<file path="config.mk">
export PLATFORM = sky130hd
export DESIGN_NAME = mem_req_arb
export DESIGN_NICKNAME = d
export VERILOG_FILES = /design/src/rtl/mem_req_arb.sv
export SDC_FILE = /design/constraint.sdc
export NUM_CORES = 1
export LEC_CHECK = 0
export CORE_MARGIN = 2
export CORE_UTILIZATION = 35
export CTS_CLUSTER_SIZE = 28
export DETAILED_ROUTE_END_ITERATION = 7
export GPL_ROUTABILITY_DRIVEN = 0
export MAX_ROUTING_LAYER = met4
export PLACE_DENSITY = 0.77
export SYNTH_ARGS = -nofsm -noshare
export SYNTH_HDL_FRONTEND = slang
export SYNTH_SLANG_ARGS = --single-unit
</file>
<file path="constraint.sdc">
create_clock -name clk -period 2.72 [get_ports clk]
set_clock_uncertainty 0.15 [all_clocks]
set_input_delay 0.816 -clock clk [delete_from_list [all_inputs] [get_ports clk]]
set_output_delay 0.816 -clock clk [all_outputs]
set_load 0.01 [all_outputs]
</file>
<file path="src/rtl/mem_req_arb.sv">
// Round-robin arbiter that funnels NUM_AGENTS read/write requesters onto one memory request port.
// Optional macro MEM_ARB_TIMEOUT_EN adds an ISSUE-state watchdog that completes a stuck request with a_err.
module mem_req_arb #(
  parameter int WIDTH      = 16,
  parameter int ADDR_WIDTH = 4,
  parameter int NUM_AGENTS = 2,
  parameter int TIMEOUT    = 16
) (
  input  logic                             clk,
  input  logic                             res,
  input  logic [NUM_AGENTS-1:0]            a_valid,
  output logic [NUM_AGENTS-1:0]            a_ready,
  input  logic [NUM_AGENTS-1:0]            a_wr_rd,
  input  logic [NUM_AGENTS*ADDR_WIDTH-1:0] a_addr,
  input  logic [NUM_AGENTS*WIDTH-1:0]      a_wdata,
  output logic [NUM_AGENTS-1:0]            a_rsp_valid,
  output logic [WIDTH-1:0]                 a_rdata,
  output logic [NUM_AGENTS-1:0]            a_err,
  output logic                             m_valid,
  output logic                             m_wr_rd,
  output logic [ADDR_WIDTH-1:0]            m_addr,
  output logic [WIDTH-1:0]                 m_wdata,
  input  logic [WIDTH-1:0]                 m_rdata,
  input  logic                             m_ready
);

  localparam int PTR_W = $clog2(NUM_AGENTS);

  typedef enum logic [1:0] {IDLE, ISSUE, RESP} state_e;

  if (NUM_AGENTS < 2 || NUM_AGENTS > 8 || TIMEOUT < 2) begin : g_bad_cfg
    $error("mem_req_arb: NUM_AGENTS must be 2..8 and TIMEOUT at least 2");
  end

  state_e                  state_q, state_d;
  logic [PTR_W-1:0]        rr_ptr_q, rr_ptr_d;
  logic [PTR_W-1:0]        owner_q, owner_d;
  logic [NUM_AGENTS-1:0]   a_rsp_valid_q, a_rsp_valid_d;
  logic [WIDTH-1:0]        a_rdata_q, a_rdata_d;
  logic                    m_valid_q, m_valid_d;
  logic                    m_wr_rd_q, m_wr_rd_d;
  logic [ADDR_WIDTH-1:0]   m_addr_q, m_addr_d;
  logic [WIDTH-1:0]        m_wdata_q, m_wdata_d;

  logic [PTR_W:0]          cand_s;
  logic [PTR_W-1:0]        gnt_idx_s;
  logic                    gnt_found_s;
  logic                    timeout_s;
  logic [NUM_AGENTS-1:0]   owner_oh_s;

  assign owner_oh_s = NUM_AGENTS'(1) << owner_q;

  // Round-robin search starting just after the last served agent; that agent comes last.
  always_comb begin
    gnt_found_s = 1'b0;
    gnt_idx_s   = '0;
    cand_s      = '0;
    for (int i = 1; i <= NUM_AGENTS; i++) begin
      cand_s = {1'b0, rr_ptr_q} + (PTR_W+1)'(i);
      if (cand_s >= (PTR_W+1)'(NUM_AGENTS)) begin
        cand_s = cand_s - (PTR_W+1)'(NUM_AGENTS);
      end else begin
        cand_s = cand_s;
      end
      if (!gnt_found_s && a_valid[cand_s[PTR_W-1:0]]) begin
        gnt_found_s = 1'b1;
        gnt_idx_s   = cand_s[PTR_W-1:0];
      end else begin
        gnt_found_s = gnt_found_s;
      end
    end
  end

  // Grant is only offered while idle.
  always_comb begin
    if (state_q == IDLE && gnt_found_s) begin
      a_ready = NUM_AGENTS'(1) << gnt_idx_s;
    end else begin
      a_ready = '0;
    end
  end

  // Next-state and registered-output computation.
  always_comb begin
    state_d       = state_q;
    rr_ptr_d      = rr_ptr_q;
    owner_d       = owner_q;
    a_rsp_valid_d = '0;
    a_rdata_d     = a_rdata_q;
    m_valid_d     = m_valid_q;
    m_wr_rd_d     = m_wr_rd_q;
    m_addr_d      = m_addr_q;
    m_wdata_d     = m_wdata_q;
    case (state_q)
      IDLE: begin
        if (gnt_found_s) begin
          m_wr_rd_d = a_wr_rd[gnt_idx_s];
          m_addr_d  = a_addr[gnt_idx_s*ADDR_WIDTH +: ADDR_WIDTH];
          m_wdata_d = a_wdata[gnt_idx_s*WIDTH +: WIDTH];
          owner_d   = gnt_idx_s;
          rr_ptr_d  = gnt_idx_s;
          m_valid_d = 1'b1;
          state_d   = ISSUE;
        end else begin
          state_d = IDLE;
        end
      end
      ISSUE: begin
        if (m_ready) begin
          if (!m_wr_rd_q) begin
            a_rdata_d = m_rdata;
          end else begin
            a_rdata_d = a_rdata_q;
          end
          m_valid_d     = 1'b0;
          a_rsp_valid_d = owner_oh_s;
          state_d       = RESP;
        end else if (timeout_s) begin
          m_valid_d     = 1'b0;
          a_rsp_valid_d = owner_oh_s;
          state_d       = RESP;
        end else begin
          state_d = ISSUE;
        end
      end
      RESP: begin
        m_valid_d = 1'b0;
        state_d   = IDLE;
      end
      default: begin
        m_valid_d = 1'b0;
        state_d   = IDLE;
      end
    endcase
  end

  // Main state and output registers; synchronous active-low reset drops any in-flight request.
  always_ff @(posedge clk) begin
    if (!res) begin
      state_q       <= IDLE;
      rr_ptr_q      <= PTR_W'(NUM_AGENTS-1);
      owner_q       <= '0;
      a_rsp_valid_q <= '0;
      a_rdata_q     <= '0;
      m_valid_q     <= 1'b0;
      m_wr_rd_q     <= 1'b0;
      m_addr_q      <= '0;
      m_wdata_q     <= '0;
    end else begin
      state_q       <= state_d;
      rr_ptr_q      <= rr_ptr_d;
      owner_q       <= owner_d;
      a_rsp_valid_q <= a_rsp_valid_d;
      a_rdata_q     <= a_rdata_d;
      m_valid_q     <= m_valid_d;
      m_wr_rd_q     <= m_wr_rd_d;
      m_addr_q      <= m_addr_d;
      m_wdata_q     <= m_wdata_d;
    end
  end

`ifdef MEM_ARB_TIMEOUT_EN
  localparam int CNT_W = $clog2(TIMEOUT) + 1;

  logic [CNT_W-1:0]      cnt_q, cnt_d;
  logic [NUM_AGENTS-1:0] a_err_q, a_err_d;

  assign timeout_s = !m_ready && (cnt_q == CNT_W'(TIMEOUT-1));

  // Watchdog counts stalled ISSUE cycles; idle clears it so every ISSUE starts from zero.
  always_comb begin
    if (state_q == IDLE) begin
      cnt_d = '0;
    end else if (state_q == ISSUE && !m_ready) begin
      cnt_d = cnt_q + CNT_W'(1);
    end else begin
      cnt_d = cnt_q;
    end
    if (state_q == ISSUE && timeout_s) begin
      a_err_d = owner_oh_s;
    end else begin
      a_err_d = '0;
    end
  end

  // Watchdog and error-flag registers.
  always_ff @(posedge clk) begin
    if (!res) begin
      cnt_q   <= '0;
      a_err_q <= '0;
    end else begin
      cnt_q   <= cnt_d;
      a_err_q <= a_err_d;
    end
  end

  assign a_err = a_err_q;
`else
  assign timeout_s = 1'b0;
  assign a_err     = '0;
`endif

  assign a_rsp_valid = a_rsp_valid_q;
  assign a_rdata     = a_rdata_q;
  assign m_valid     = m_valid_q;
  assign m_wr_rd     = m_wr_rd_q;
  assign m_addr      = m_addr_q;
  assign m_wdata     = m_wdata_q;

endmodule

</file>
## Yosys cells after proc, flatten, opt, wreduce, memory -nomap -nowiden

Index checks and enable logic that the tools add are counted.

- Word-level logic and storage cells: 53
- Input bits: 63
- Output and inout bits: 44
- Bits in registers: 44

- Muxes and demuxes: 19
- Shift-type cells: 4
- Add/subtract/negate cells: 4
- Bitwise logic cells: 1
- Order comparisons: 5
- Equal/unequal tests: 3
- Reductions and logical operators: 8

Operators with widths:

| cell | count |
|---|---|
| 32-bit by 6-bit variable part select with 16-bit output | 1 |
| 1-bit 2-to-1 mux | 15 |
| 8-bit by 4-bit variable part select with 4-bit output | 1 |
| 1-bit by 2-bit less-than comparator with 1-bit output (second input constant) | 3 |
| 3-bit AND reduction | 2 |
| 2-bit >= comparator (second input constant) | 2 |
| 2-bit 2-to-1 mux | 2 |
| 2-bit != test (second input constant) | 2 |
| 2-bit case mux with 2 select lines | 1 |
| 2-bit AND reduction | 2 |
| 1-bit by 1-bit left shift with 2-bit output (first input constant) | 2 |
| 1-bit by 1-bit adder with 2-bit output (second input constant) | 1 |
| 1-bit by 2-bit adder with 2-bit output (second input constant) | 1 |
| 2-bit by 1-bit equality test with 1-bit output (second input constant) | 1 |
| 1-bit logical AND | 2 |
| 2-bit zero test | 1 |
| 1-bit case mux with 2 select lines | 1 |
| 1-bit subtractor (second input constant) | 2 |
| 1-bit zero test | 1 |
| 1-bit NOT | 1 |

## Longest topological paths before layout

Gate-level depths: netlist (run 1).

- Word-level depth: 11
- Gate-level depth with buffers: 5
- Depth with buffers taken out: 3

## Worst setup path after synthesis (run 1)

Ideal clock, no wire load.

- Kind: input port to output port
- Start: input port a_valid[1]
- End: output port a_ready[0]
- Stages on the path: 4
- Data arrival time: 1582 ps
- Slack: 172 ps
- Path buffers: 2
- Required time: 1754 ps
- Path through: buf_2 -> nand2b_1 -> clkbuf_1 -> and3_1

- Cells in the longest elaborated chain, start to end: 8
- Elaborated cells on any way between the ends: 13
- Those cells by class: shift (1); mux (9); reduce/logical (3)

Ends and longest elaborated chain:

| what | RTL line | source |
|---|---|---|
| start: declaration | 11 | `input logic [NUM_AGENTS-1:0] a_valid,` |
| 1-bit 2-to-1 mux (implied by the code) (2 in a row) | 65 | `if (!gnt_found_s && a_valid[cand_s[PTR_W-1:0]]) begin` |
| 1-bit 2-to-1 mux | 65 |  |
| 1-bit zero test | 65 |  |
| 1-bit logical AND | 65 |  |
| 1-bit 2-to-1 mux | 65 |  |
| 1-bit by 1-bit left shift with 2-bit output or 1-bit logical AND (tied branches) | 77, 76 |  |
| 2-bit 2-to-1 mux (*) | 76 | `if (state_q == IDLE && gnt_found_s) begin` |
| end: declaration | 12 | `output logic [NUM_AGENTS-1:0] a_ready,` |

Every way passes the cells marked *; elsewhere a longest branch is shown, timed or not. The select of a mux whose other input is x is not followed.

## Worst setup path in the final report (run 1)

Same ends and word-level chain as after synthesis.

==> results of run 1 <==
==> stage by stage <==
| stage | cell area (um^2) | TNS (ns) | setup WS (ns) | hold slack (ns) | cells |
|---|---|---|---|---|---|
| after floorplan | 1837 | 0 | 0.1719 | 0.2569 | 228 |
| after global placement | 2949 | -0.5595 | -0.2899 | 0.2763 | 391 |
| after detailed placement | 2949 | -0.6193 | -0.3226 | 0.2843 | 391 |
| after CTS | 3052 | 0 | 0.1524 | 0.2960 | 399 |
| after global routing | 3052 | 0 | 0.1108 | 0.3254 | 399 |
| final | 3052 | 0 | 0.1603 | 0.2933 | 399 |
==> sequential cells by signal (all words and copies together), names as in the netlist <==
name         flops
state_q          2
m_valid          1
rr_ptr_q         1
m_wdata         16
m_addr           4
m_wr_rd          1
a_rdata         16
a_rsp_valid      2
owner_q          1
==> kinds of logic (layout without fill, tap and decap cells) <==
family | Yosys count | after routing
AOI/OAI and AO/OA | 63 | 63
DFF | 44 | 44
and+or+nand+nor | 92 | 92
buffers and inverters | 27 | 128
other | 1 | 2
==> area by class of cell <==
cell class	instances	share of cell area, %
timing repair buffer	118	37.39
clock buffer	6	2.378
tap	70	2.870
sequential	44	28.86
clock inverter	2	1.148
inverter	2	0.2460
multi-input combinational	157	27.10
==> cells in the mapped netlist (all sizes together), types with 2 or more instances <==
cell	count
nand3	23
clkbuf	15
nand4	21
buf	10
a21oi	17
nand2b	2
dfxtp	44
nor2	5
o21ai	23
a31oi	21
nand2	34
inv	2
==> power groups by stage <==
stage	combinational [W]	sequential, W	clock (W)
2_1_floorplan	0.000140	0.000746	0
3_3_place_gp	0.000373	0.000729	0
3_5_place_dp	0.000377	0.000730	0
4_1_cts	0.000375	0.000716	0.000503
5_1_grt	0.000402	0.000723	0.000531
6_report	0.000374	0.000716	0.000487
==> worst min-delay path by stage <==
stage                                      to  slack [ns]  depth (start not counted)
floorplan           a_rsp_valid[0]$_SDFF_PN0_        0.26                          1
global placement    a_rsp_valid[0]$_SDFF_PN0_        0.28                          1
detailed placement  a_rsp_valid[0]$_SDFF_PN0_        0.28                          1
CTS                 a_rsp_valid[0]$_SDFF_PN0_        0.30                          1
global route          a_rdata[1]$_SDFFE_PN0P_        0.33                          2
finish              a_rsp_valid[0]$_SDFF_PN0_        0.29                          1
==> per-layer routing <==
| metal | wire, um | vias to the layer above |
|---|---|---|
| li1 | - | 1015 |
| met1 | 2571 | 951 |
| met2 | 2676 | 122 |
| met3 | 491 | 7 |
| met4 | 43 | 0 |
| met5 | 0 | - |
==> results.md, run 1 <==
Route:
- Dividing the detail-routed wire length by the instance count gives 14.49 um.
- In the routed design, unresolved DRC markers number 0.
- The count of nets left with antenna violations once routing finished came out at 0.
- The number of DRC markers in iteration 0 is 139.
- The routed via count is 2095.
- In the routed layout, each cell is associated on average with a via count of 5.251.
- The first-pass iteration count of the detailed router is 4.
- The aggregate routed wire length is 5783 um.

Cells and area:
- The fill cell instance count of the final layout is 475.
- Relative to the synthesized area, the layout overhead comes to 66.48%.
- The fraction of final layout cells with drive strength greater than 1 is 7.295%.
- In the layout the commonest cells are sky130_fd_sc_hd__clkdlybuf4s50_1, sky130_fd_sc_hd__dfxtp_1, sky130_fd_sc_hd__nand2_1, sky130_fd_sc_hd__nand3_1, sky130_fd_sc_hd__o21ai_0.
- The area taken by flip-flops and latches is 880.8 um^2.
- The most common cell after layout, fill and taps aside is sky130_fd_sc_hd__clkdlybuf4s50_1.
- The repair_antennas step left the layout with diodes totalling 0.
- The utilization of the core after routing is 60.13%.
- Summing all multi-input logic gate instances after layout gives 827.0 um^2.
- The final net count is 391.

Placement:
- Detailed placement finished with a half-perimeter wire length of 4067 um.
- The number of buffers added on ports is 104.

Floorplanning:
- From left edge to right edge, the die measures 76.37 um.
- The core region is 5075 um^2.
- The die covers 5832 um^2.
- During I/O placement, the number of pins put on the boundary was 107.
- For this configuration, the core starts out at a cell density of 36.12%.
- The initialized floorplan defines 26 standard-cell rows.
- From bottom edge to top edge, the die measures 76.37 um.

STA:
- The final hold violation count came to 0.
- Setup repair after global routing left no endpoint under its margin.
- Counting I/O delays and the setup requirement, the final critical path takes 2.560 ns.
- The number of slew-limit violations in the final report is 0.
- The fmax is 0.3907 GHz.
- Setup violations remaining at the end of the flow were counted as 0.
- The portion of the clock cycle consumed by the worst path in the final layout is 94.11%.

Power:
- Of the total power, the share spent switching nets is 25.83%.
- Of the total power, combinational logic draws 23.7%.
- The clock share of power is 30.9%.
- The design draws 0.001577 W.
- Across the VDD grid, the largest voltage drop is 0.2200 mV.
- The share of total power in sequential cells is 45.4%.
- The cell area power density is 516.7 nW/um^2.
- The net switching power is 0.0004073 W.
- The static power due to leakage is 1.093 nW.
- Cell internal power was estimated by the tool at 0.001169 W.

Critical path:
- The largest single stage delay on the critical path is 0.27 ns.
- The category of the worst setup path capture point is a primary output.
- The worst setup path endpoint is a_ready[0].
- The critical path crosses 4 cells after its start point.
- The startpoint kind of the worst setup timing path is an input pin.
- The kind of cell adding the most delay to the critical path is buffers and inverters.
- Along the worst path, the maximum fanout reaches 4.
- The critical path goes through dlygate4sd2_1, nand2b_1, and3_1, dlygate4sd2_1.
- Counting both buffers and inverters, the worst setup path holds a total of 2.
- The launching instance or port of the critical path is a_valid[1].
- The startpoint of the most critical register-to-register path is state_q[1]$_SDFF_PN0_.
- The slowest stage of the critical path is the sky130_fd_sc_hd__dlygate4sd2_1 cell.
- The data required time at the worst endpoint is 1.75 ns.
- The register-to-register path setup slack is 1.24 ns.
- Data arrives at the worst endpoint at 1.59 ns.
- The worst register-to-register path ends at m_wdata[3]$_SDFFE_PN0P_.
- The cell that appears most often on the critical path is sky130_fd_sc_hd__dlygate4sd2_1.
- The worst setup path is of the in2out kind.
- The number of cells on the worst reg-to-reg path is 3.

GRT:
- Entering global routing, the biggest net connects 24 pins.
- The total track usage is 20.07%.
- The initial antenna violation count came to 0.
- The layer flagged by global routing as most heavily used is met2.
- The global routing usage on met3 is 5.332%.
- Global routing consumed, on the met2 layer, 31.42% of the routing resources.
- The first global-routing pass estimated 9273 um of wire.
- After global routing the overflow that remains totals 0.
- The global-route met1 utilization is 25.52%.
- The via count of the first global-routing pass came to 1932.

Clock network:
- The deepest clock path buffer count is 2.
- The CTS buffer count is 5.
- The H-tree depth is 2.
- CTS placed an instance of sky130_fd_sc_hd__clkbuf_8 at the clock tree root.
- Hold repair after CTS inserted 0 buffers.
- The number of gates resized after CTS is 4.
- The number of sinks handled by clock tree synthesis is 44.
- Clock latency on the worst-skew pair, taken at its later pin, is 0.28 ns.
- The clock transition at the registers of the reported paths is 0.08 ns.
- The TritonCTS clock tree is yes.
- The number of post-CTS setup repair buffers is 0.

Synthesis:
- Synthesis instantiated 26 different standard cells from the library.
- The proportion of synthesized chip area in sequential cells is 48.05%.
- Yosys attributes the largest share of cell area to sky130_fd_sc_hd__dfxtp_1, sky130_fd_sc_hd__a31oi_1, sky130_fd_sc_hd__nand4_1.
- For this run, asynchronously set or reset flops after synthesis account for 0%.
- The synthesized design devotes to its leading area cell type 48.05% of total area.
- Summing the areas of all compound-gate instances in the mapped netlist gives 19.18% of the synthesized area.
- The largest family of logic cells by synthesized area is simple AND/OR/NAND/NOR gates.
- The portion of netlist area occupied by mux cells is 0%.
- The parity-gate share of the synthesized area counting xor and xnor cells is 0%.
- The share of synthesized cell area in full adder, half adder and majority cells is 0%.
- After technology mapping, the gate count stands at 227.
- The summed instance area of the synthesized netlist is 1833 um^2.
- The average instance in the mapped netlist occupies 8.075 um^2.
- For this run, the leading register cell type out of synthesis is sky130_fd_sc_hd__dfxtp_1.
- Of the total synthesized cell area, the portion taken by AND, OR, NAND and NOR gates is 25.53%.
- The library cell occupying the most area in the post-synthesis netlist is sky130_fd_sc_hd__dfxtp_1.
- The number of synthesized flops with an enable pin is 0.
- In this run, synthesis produced a sequential element count of 44.
- The number of warnings reported in the yosys synthesis log is 0.

Worst hold path:
- The start point of the worst min-delay path is owner_q$_SDFFE_PN0P_.
- The path class of the lowest-slack min-delay path is reg2reg.

Outcome:
- The flow ran to the end, and the final reports show no timing, DRC or antenna violations.

Job:
- Across the run, the number of max-cap violations was 0.
Note: power is estimated with default switching activity, not from simulation.
==> inputs of run 2 (changes only) <==
--- a/config.mk
+++ b/config.mk
@@ -6,12 +6,12 @@
 export NUM_CORES = 1
 export LEC_CHECK = 0
 export CORE_MARGIN = 2
-export CORE_UTILIZATION = 35
+export CORE_UTILIZATION = 37
 export CTS_CLUSTER_SIZE = 28
 export DETAILED_ROUTE_END_ITERATION = 7
 export GPL_ROUTABILITY_DRIVEN = 0
 export MAX_ROUTING_LAYER = met4
-export PLACE_DENSITY = 0.77
+export PLACE_DENSITY = 0.81
 export SYNTH_ARGS = -nofsm -noshare
 export SYNTH_HDL_FRONTEND = slang
 export SYNTH_SLANG_ARGS = --single-unit
==> run 2 against run 1 <==
Fmax is 0.85% lower. Register-to-register slack is essentially flat. Routed wire length is 1.7% lower. Sequential share of layout area decreased by 0.083 points. Hold slack improved by 0.0086 ns. Die area decreased by 5.1%. Power about the same. Sequential power is essentially flat. Largest cell class unchanged.
==> results.md, run 2 (same netlist as run 1, synthesis figures left out) <==
Critical path:
- The endpoint identified for the worst register-to-register timing path is m_wdata[15]$_SDFFE_PN0P_.
- The longest individual stage delay on the worst path is 0.27 ns.
- On the critical path, the stage with the largest delay is an instance of sky130_fd_sc_hd__dlygate4sd2_1.
- The worst register-to-register path has a depth of 3.
- Along the worst path, the maximum fanout reaches 4.
- The worst register-to-register path begins at state_q[0]$_SDFF_PN0_.
- STA classifies the critical path endpoint as a primary output.
- The startpoint kind of the worst setup timing path is an input pin.
- The worst setup path is of the in2out kind.
- The cell with the most instances on the worst path is sky130_fd_sc_hd__dlygate4sd2_1.
- The setup check on the worst reg-to-reg path leaves a slack of 1.23 ns.
- The arrival time at the worst endpoint is 1.62 ns.
- The data required time at the worst endpoint is 1.75 ns.
- Among cell families on the critical path, the largest total delay comes from buffers and inverters.
- The critical path goes through dlygate4sd2_1, nand2b_1, and3_1, dlygate4sd2_1.
- The launching instance or port of the critical path is a_valid[1].
- Counting both buffers and inverters, the worst setup path holds a total of 2.

GRT:
- The leftover overflow at the end of global routing is 0.
- The initial antenna violation count is 0.
- Entering global routing, the biggest net connects 25 pins.
- The total track usage is 20.98%.
- The wire length of the first global-routing pass is 8838 um.
- The via count of the first global-routing pass is 1952.

Power:
- Total power for the finished layout comes to 0.001575 W.
- The peak supply drop is 0.2737 mV.
- The cell area power density is 514.7 nW/um^2.
- The static power due to leakage is 1.096 nW.

Cells and area:
- Leaving out fill and tap cells, the most frequent cell in the layout is sky130_fd_sc_hd__clkdlybuf4s50_1.
- The area growth from synthesis to layout is 66.96%.
- The final design instance area without fill is 3060 um^2.
- Leaving out fill and tap cells, the most frequent cells in the layout are sky130_fd_sc_hd__clkdlybuf4s50_1, sky130_fd_sc_hd__dfxtp_1, sky130_fd_sc_hd__nand2_1, sky130_fd_sc_hd__nand3_1, sky130_fd_sc_hd__o21ai_0.
- The fill cell instance count of the final layout is 423.
- The final non-filler cell total is 396.
- The final net count is 391.
- The fraction of final layout cells with drive strength greater than 1 is 7.295%.
- The number of antenna cells inserted is 0.

Placement:
- OpenSTA, run right after detailed placement, puts the worst setup slack at -0.3359 ns.
- After legalization and detailed placement, the total HPWL measured 3967 um.
- The placed cell area is 2958 um^2.
- The count of buffers added on input and output ports is 104.
- In this run, placement finished with an instance count of 388.

Clock network:
- The deepest clock path buffer count is 2.
- CTS built an H-tree with a depth of 2.
- Clock-pin slew was measured on the worst setup and hold paths at 0.08 ns.
- The tree built by TritonCTS fans out to 44 sinks.
- Clock tree synthesis selected as its root buffer the cell sky130_fd_sc_hd__clkbuf_8.
- The later-pin clock latency in the skew report is 0.29 ns.
- In this run, post-CTS hold repair placed 0 buffers.
- The TritonCTS clock tree is yes.
- Post-CTS timing repair inserted 0 buffers for setup.
- The CTS buffer count is 5.

STA:
- The worst hold margin is 0.3019 ns.
- The number of slew-limit violations in the final report is 0.
- The final hold violation count is 0.
- The fmax is 0.3873 GHz.
- Setup repair after global routing left no endpoint under its margin.
- Across all setup checks in the final design, the least slack found is 0.1383 ns.
- Of the available clock period, the critical path in the final layout requires 94.92%.
- The clock period could shrink to 2.582 ns.
- The final count of negative-setup-slack endpoints is 0.

Worst hold path:
- The worst hold path belongs to the class reg2reg.
- The start point of the worst min-delay path is owner_q$_SDFFE_PN0P_.
- The count of cells along the worst hold path is 1.
- For hold timing, the worst endpoint is a_rsp_valid[0]$_SDFF_PN0_.

Route:
- Wires add up to 5686 um.
- The number of antenna-violating nets in the routed design is 0.
- The routed layout has 2102 vias.
- For this run, design rule violations remaining after detail routing come to 0.
- The first-pass iteration count of the detailed router is 4.
- In the routed layout, each cell is associated on average with a via count of 5.308.
- The number of DRC markers in iteration 0 is 116.
- Dividing the detail-routed wire length by the instance count gives 14.36 um.

Outcome:
- The flow ran to the end, and the final reports show no timing, DRC or antenna violations.

Floorplanning:
- The effective utilization at floorplan is 38.55%.
- The top-level port count is 107.
- The area of the core region is 4755 um^2.
- In this run the horizontal extent of the chip is 74.39 um.
- The height of the chip is 74.39 um.
- The total die area is 5533 um^2.
- The floorplan has 25 rows.

Job:
- The max-capacitance violation count is 0.
run 2: cell types whose count changed in the layout (fill, tap and decap cells not counted):
cell,delta
sky130_fd_sc_hd__buf_4,-1
sky130_fd_sc_hd__buf_12,+1
run 2: report_power, final:
group | leakage, nW | switching, W | internal [W] | total [W]
registers | 0.361 | 0.0000259 | 0.000690 | 0.000716
clock network | 0.0552 | 0.000210 | 0.000273 | 0.000482
logic | 0.680 | 0.000167 | 0.000210 | 0.000377
total | 1.10 | 0.000403 | 0.00117 | 0.00158
run 2: repair_timing:
action | 4_1_cts | 5_1_grt
gates resized for setup | 4 | 0
hold endpoints to repair | 0 | 0
endpoints found under the setup margin | 2 | 0
run 2: area by class of cell:
cell class              instances  area [um^2]  share of cell area, %
clock buffers                   6        72.57                  2.371
clock inverters                 2        35.03                  1.145
repair buffers                118         1154                  37.69
well taps                      67        83.83                  2.739
flip-flops and latches         44        880.8                  28.78
inverters                       2        7.507                 0.2453
multi-input cells             157        827.0                  27.02
run 2: per-stage QoR:
step / setup TNS (ns) / util, %
floorplan: 0 / -
global placement: -0.5770 / 62.21
detailed placement: -0.6466 / 62.21
CTS: 0 / 64.37
global route: 0 / 64.37
finish: 0 / 64.37
run 2: worst max-delay path by stage:
stage / endpoint / cells past startpoint
floorplan: a_ready[0] / 4
global placement: a_ready[0] / 4
detailed placement: a_ready[0] / 4
CTS: a_ready[0] / 4
global route: a_ready[0] / 4
finish: a_ready[0] / 4
run 2: metal layers:
| metal | vias up | share of wire [%] | global-route usage (%) |
|---|---|---|---|
| met5 | - | 0 | - |
| met4 | 0 | 0.47 | 4.167 |
| met3 | 4 | 11 | 6.775 |
| met2 | 117 | 47 | 35.20 |
| met1 | 963 | 41 | 24.71 |
| li1 | 1018 | - | - |
==> inputs of run 3 (changes only) <==
--- a/config.mk
+++ b/config.mk
@@ -5,7 +5,6 @@
 export SDC_FILE = /design/constraint.sdc
 export NUM_CORES = 1
 export LEC_CHECK = 0
-export CORE_MARGIN = 2
 export CORE_UTILIZATION = 37
 export CTS_CLUSTER_SIZE = 28
 export DETAILED_ROUTE_END_ITERATION = 7
==> run 3 against run 2 <==
Critical path depth did not move. Core utilization rose by 0.66 points. Design area rose by 1.0%. Sequential power barely moved. Largest power group unchanged. Die area fell by 5.3%. Register-to-register slack got worse by 0.04 ns. Critical endpoint unchanged. Combinational power fell by 2%. Hold slack got worse by 0.013 ns.
==> results.md, run 3 (same netlist as run 1, synthesis figures left out) <==
Clock network:
- The later-pin clock latency in the skew report is 0.29 ns.
- Clock-pin slew was measured on the worst setup and hold paths at 0.08 ns.
- The CTS buffer count is 5.
- The H-tree depth is 2.
- The number of setup buffers added after CTS is 0.
- The cell at the root of the clock tree is sky130_fd_sc_hd__clkbuf_8.
- The number of gates resized after CTS is 4.
- The clock net in this run drives a total of 44 sinks.
- The clock passes through at most 2 buffers.
- The TritonCTS clock tree is yes.
- For this design, the CTS-stage hold fixing added 0 buffers.

Route:
- The number of antenna-violating nets in the routed design is 0.
- Summing over every cut layer, the via total after detailed routing is 2084.
- Summed over all layers, the routed wires come to 5492 um.
- Dividing the detail-routed wire length by the instance count gives 13.90 um.
- In the routed design, unresolved DRC markers number 0.
- Using the TritonRoute via totals, the vias-per-cell ratio works out to 5.276.
- The pre-antenna-repair detailed-routing pass consisted of 4 iterations.
- In this run, the number of DRC markers left after iteration 0 of detailed routing was 93.

Job:
- The max-capacitance violation count is 0.

STA:
- For the pin with the worst max-slew slack, the measured transition is 0.5407 ns.
- The portion of the clock cycle consumed by the worst path in the final layout is 94.70%.
- For this run, the top clock speed supported by timing is 0.3882 GHz.
- Setup repair after global routing left no endpoint under its margin.
- The number of slew-limit violations in the final report came to 0.
- Setup violations remaining at the end of the flow were counted as 0.
- The time the final worst path needs with I/O delays and setup is 2.576 ns.
- The worst hold margin is 0.2886 ns.
- The worst relative slew slack is 63.96%.
- The final hold violation count came to 0.

Floorplanning:
- The area of the core region is 4755 um^2.
- The initial utilization of the core area, before any placement, comes to 38.55%.
- From left edge to right edge, the die measures 72.39 um.
- The die covers 5240 um^2.
- Row generation in the floorplan step produced 25 rows.
- 107 I/O pins were placed.
- The die is 72.39 um tall.

Critical path:
- The worst setup path endpoint is a_ready[0].
- The launching instance or port of the critical path is a_valid[1].
- The number of cells on the worst reg-to-reg path is 3.
- The worst setup path is launched from an input pin.
- Along the worst path, the maximum fanout reaches 4.
- The type of the worst setup path is in2out.
- The capture point of the worst reg-to-reg path is a_rdata[1]$_SDFFE_PN0P_.
- The worst register-to-register path begins at state_q[0]$_SDFF_PN0_.
- At the worst endpoint, the required time is 1.75 ns.
- The arrival time at the worst endpoint is 1.61 ns.
- The worst register-to-register path has a setup slack of 1.19 ns.
- The category of the worst setup path capture point is a primary output.

Placement:
- The number of buffers added on ports is 104.
- Once detailed placement completed, the half-perimeter wirelength came to 3812 um.
- Summing all placed instances gives a cell area of 2938 um^2.

GRT:
- The first global-routing pass estimated 8514 um of wire.
- The leftover overflow at the end of global routing is 0.
- The initial antenna violation count is 0.
- The maximum number of pins on one net before global-route repair is 25.
- Global routing used 21.39% of the available tracks across all layers.
- The via count of the first global-routing pass came to 1873.

Cells and area:
- Compared with the post-synthesis result, the final layout area differs by 68.67%.
- Cells with a size suffix above 1 make up 7.317% of the layout.
- The library cells used most frequently in the layout, excluding fill and tap cells, are sky130_fd_sc_hd__clkdlybuf4s50_1, sky130_fd_sc_hd__dfxtp_1, sky130_fd_sc_hd__nand2_1, sky130_fd_sc_hd__nand3_1, sky130_fd_sc_hd__o21ai_0.
- The final design instance area without fill is 3092 um^2.
- Cells fill 65.03% of the core in the end.
- The final net count is 390.
- Summing all multi-input logic gate instances after layout gives 827.0 um^2.
- The layout has 425 filler cells.
- Across the whole layout, storage elements account for 880.8 um^2.
- The number of antenna cells inserted is 0.
- The library cell used most frequently in the layout, excluding fill and tap cells, is sky130_fd_sc_hd__clkdlybuf4s50_1.

Outcome:
- The flow ran to the end, and the final reports show no timing, DRC or antenna violations.

Power:
- In this run the power density over the cells is 572.6 nW/um^2.
- The static power due to leakage is 1.110 nW.
- Total power for the finished layout comes to 0.001770 W.
- IR analysis of the VDD net gives a maximum drop of 0.2760 mV.

Worst hold path:
- In this run the worst hold path is classified as reg2reg.
==> run 3: cell types whose count changed in the layout (fill, tap and decap cells not counted), sizes merged <==
cell    previous run  this run
bufinv             1         3
buf               14        13
clkbuf             6         5
clkinv             1         0
==> run 3: cell type report <==
class | instances | share of cell area, %
timing repair buffer | 117 | 36.67
sequential | 44 | 28.49
multi-input combinational | 157 | 26.75
clock inverter | 3 | 2.914
tap | 67 | 2.711
clock buffer | 5 | 2.226
inverter | 2 | 0.2428
==> run 3: stage by stage <==
stage / cells / TNS [ns] / worst slack [ns]
after floorplan: 228 / 0 / 0.1719
after global placement: 387 / -0.6198 / -0.3221
after detailed placement: 387 / -0.6173 / -0.3149
after CTS: 395 / 0 / 0.1561
after global routing: 395 / 0 / 0.1040
final: 395 / 0 / 0.1440
==> run 3: worst min-delay path by stage <==
stage,endpoint,slack [ns],depth (start not counted),startpoint
final,a_rsp_valid[0]$_SDFF_PN0_,0.29,1,owner_q$_SDFFE_PN0P_
after global routing,a_rsp_valid[0]$_SDFF_PN0_,0.32,1,owner_q$_SDFFE_PN0P_
after CTS,a_rsp_valid[0]$_SDFF_PN0_,0.29,1,owner_q$_SDFFE_PN0P_
after detailed placement,a_rsp_valid[0]$_SDFF_PN0_,0.27,1,owner_q$_SDFFE_PN0P_
after global placement,a_rsp_valid[0]$_SDFF_PN0_,0.27,1,owner_q$_SDFFE_PN0P_
after floorplan,a_rsp_valid[0]$_SDFF_PN0_,0.26,1,owner_q$_SDFFE_PN0P_
==> run 3: routing by layer <==
layer | vias to the layer above | global-route usage [%] | routed length [um]
li1 | 1015 | - | -
met1 | 970 | 24.61 | 2469
met2 | 94 | 36.66 | 2514
met3 | 5 | 5.972 | 473
met4 | 0 | 5.447 | 34
met5 | - | - | 0
==> run 3: worst max-delay path, cell delays in order <==
cell and delay [ns]:
sky130_fd_sc_hd__dlygate4sd2_1 0.27, sky130_fd_sc_hd__nand2b_1 0.09, sky130_fd_sc_hd__and3_1 0.16, sky130_fd_sc_hd__dlygate4sd2_1 0.27
==> run 3: report_power, final <==
| group | internal, W | switching [W] | leakage, nW | total (W) |
|---|---|---|---|---|
| Clock | 0.000459 | 0.000224 | 0.0784 | 0.000684 |
| Combinational | 0.000206 | 0.000164 | 0.671 | 0.000370 |
| Sequential | 0.000690 | 0.0000266 | 0.361 | 0.000716 |
| Total | 0.00136 | 0.000415 | 1.11 | 0.00177 |
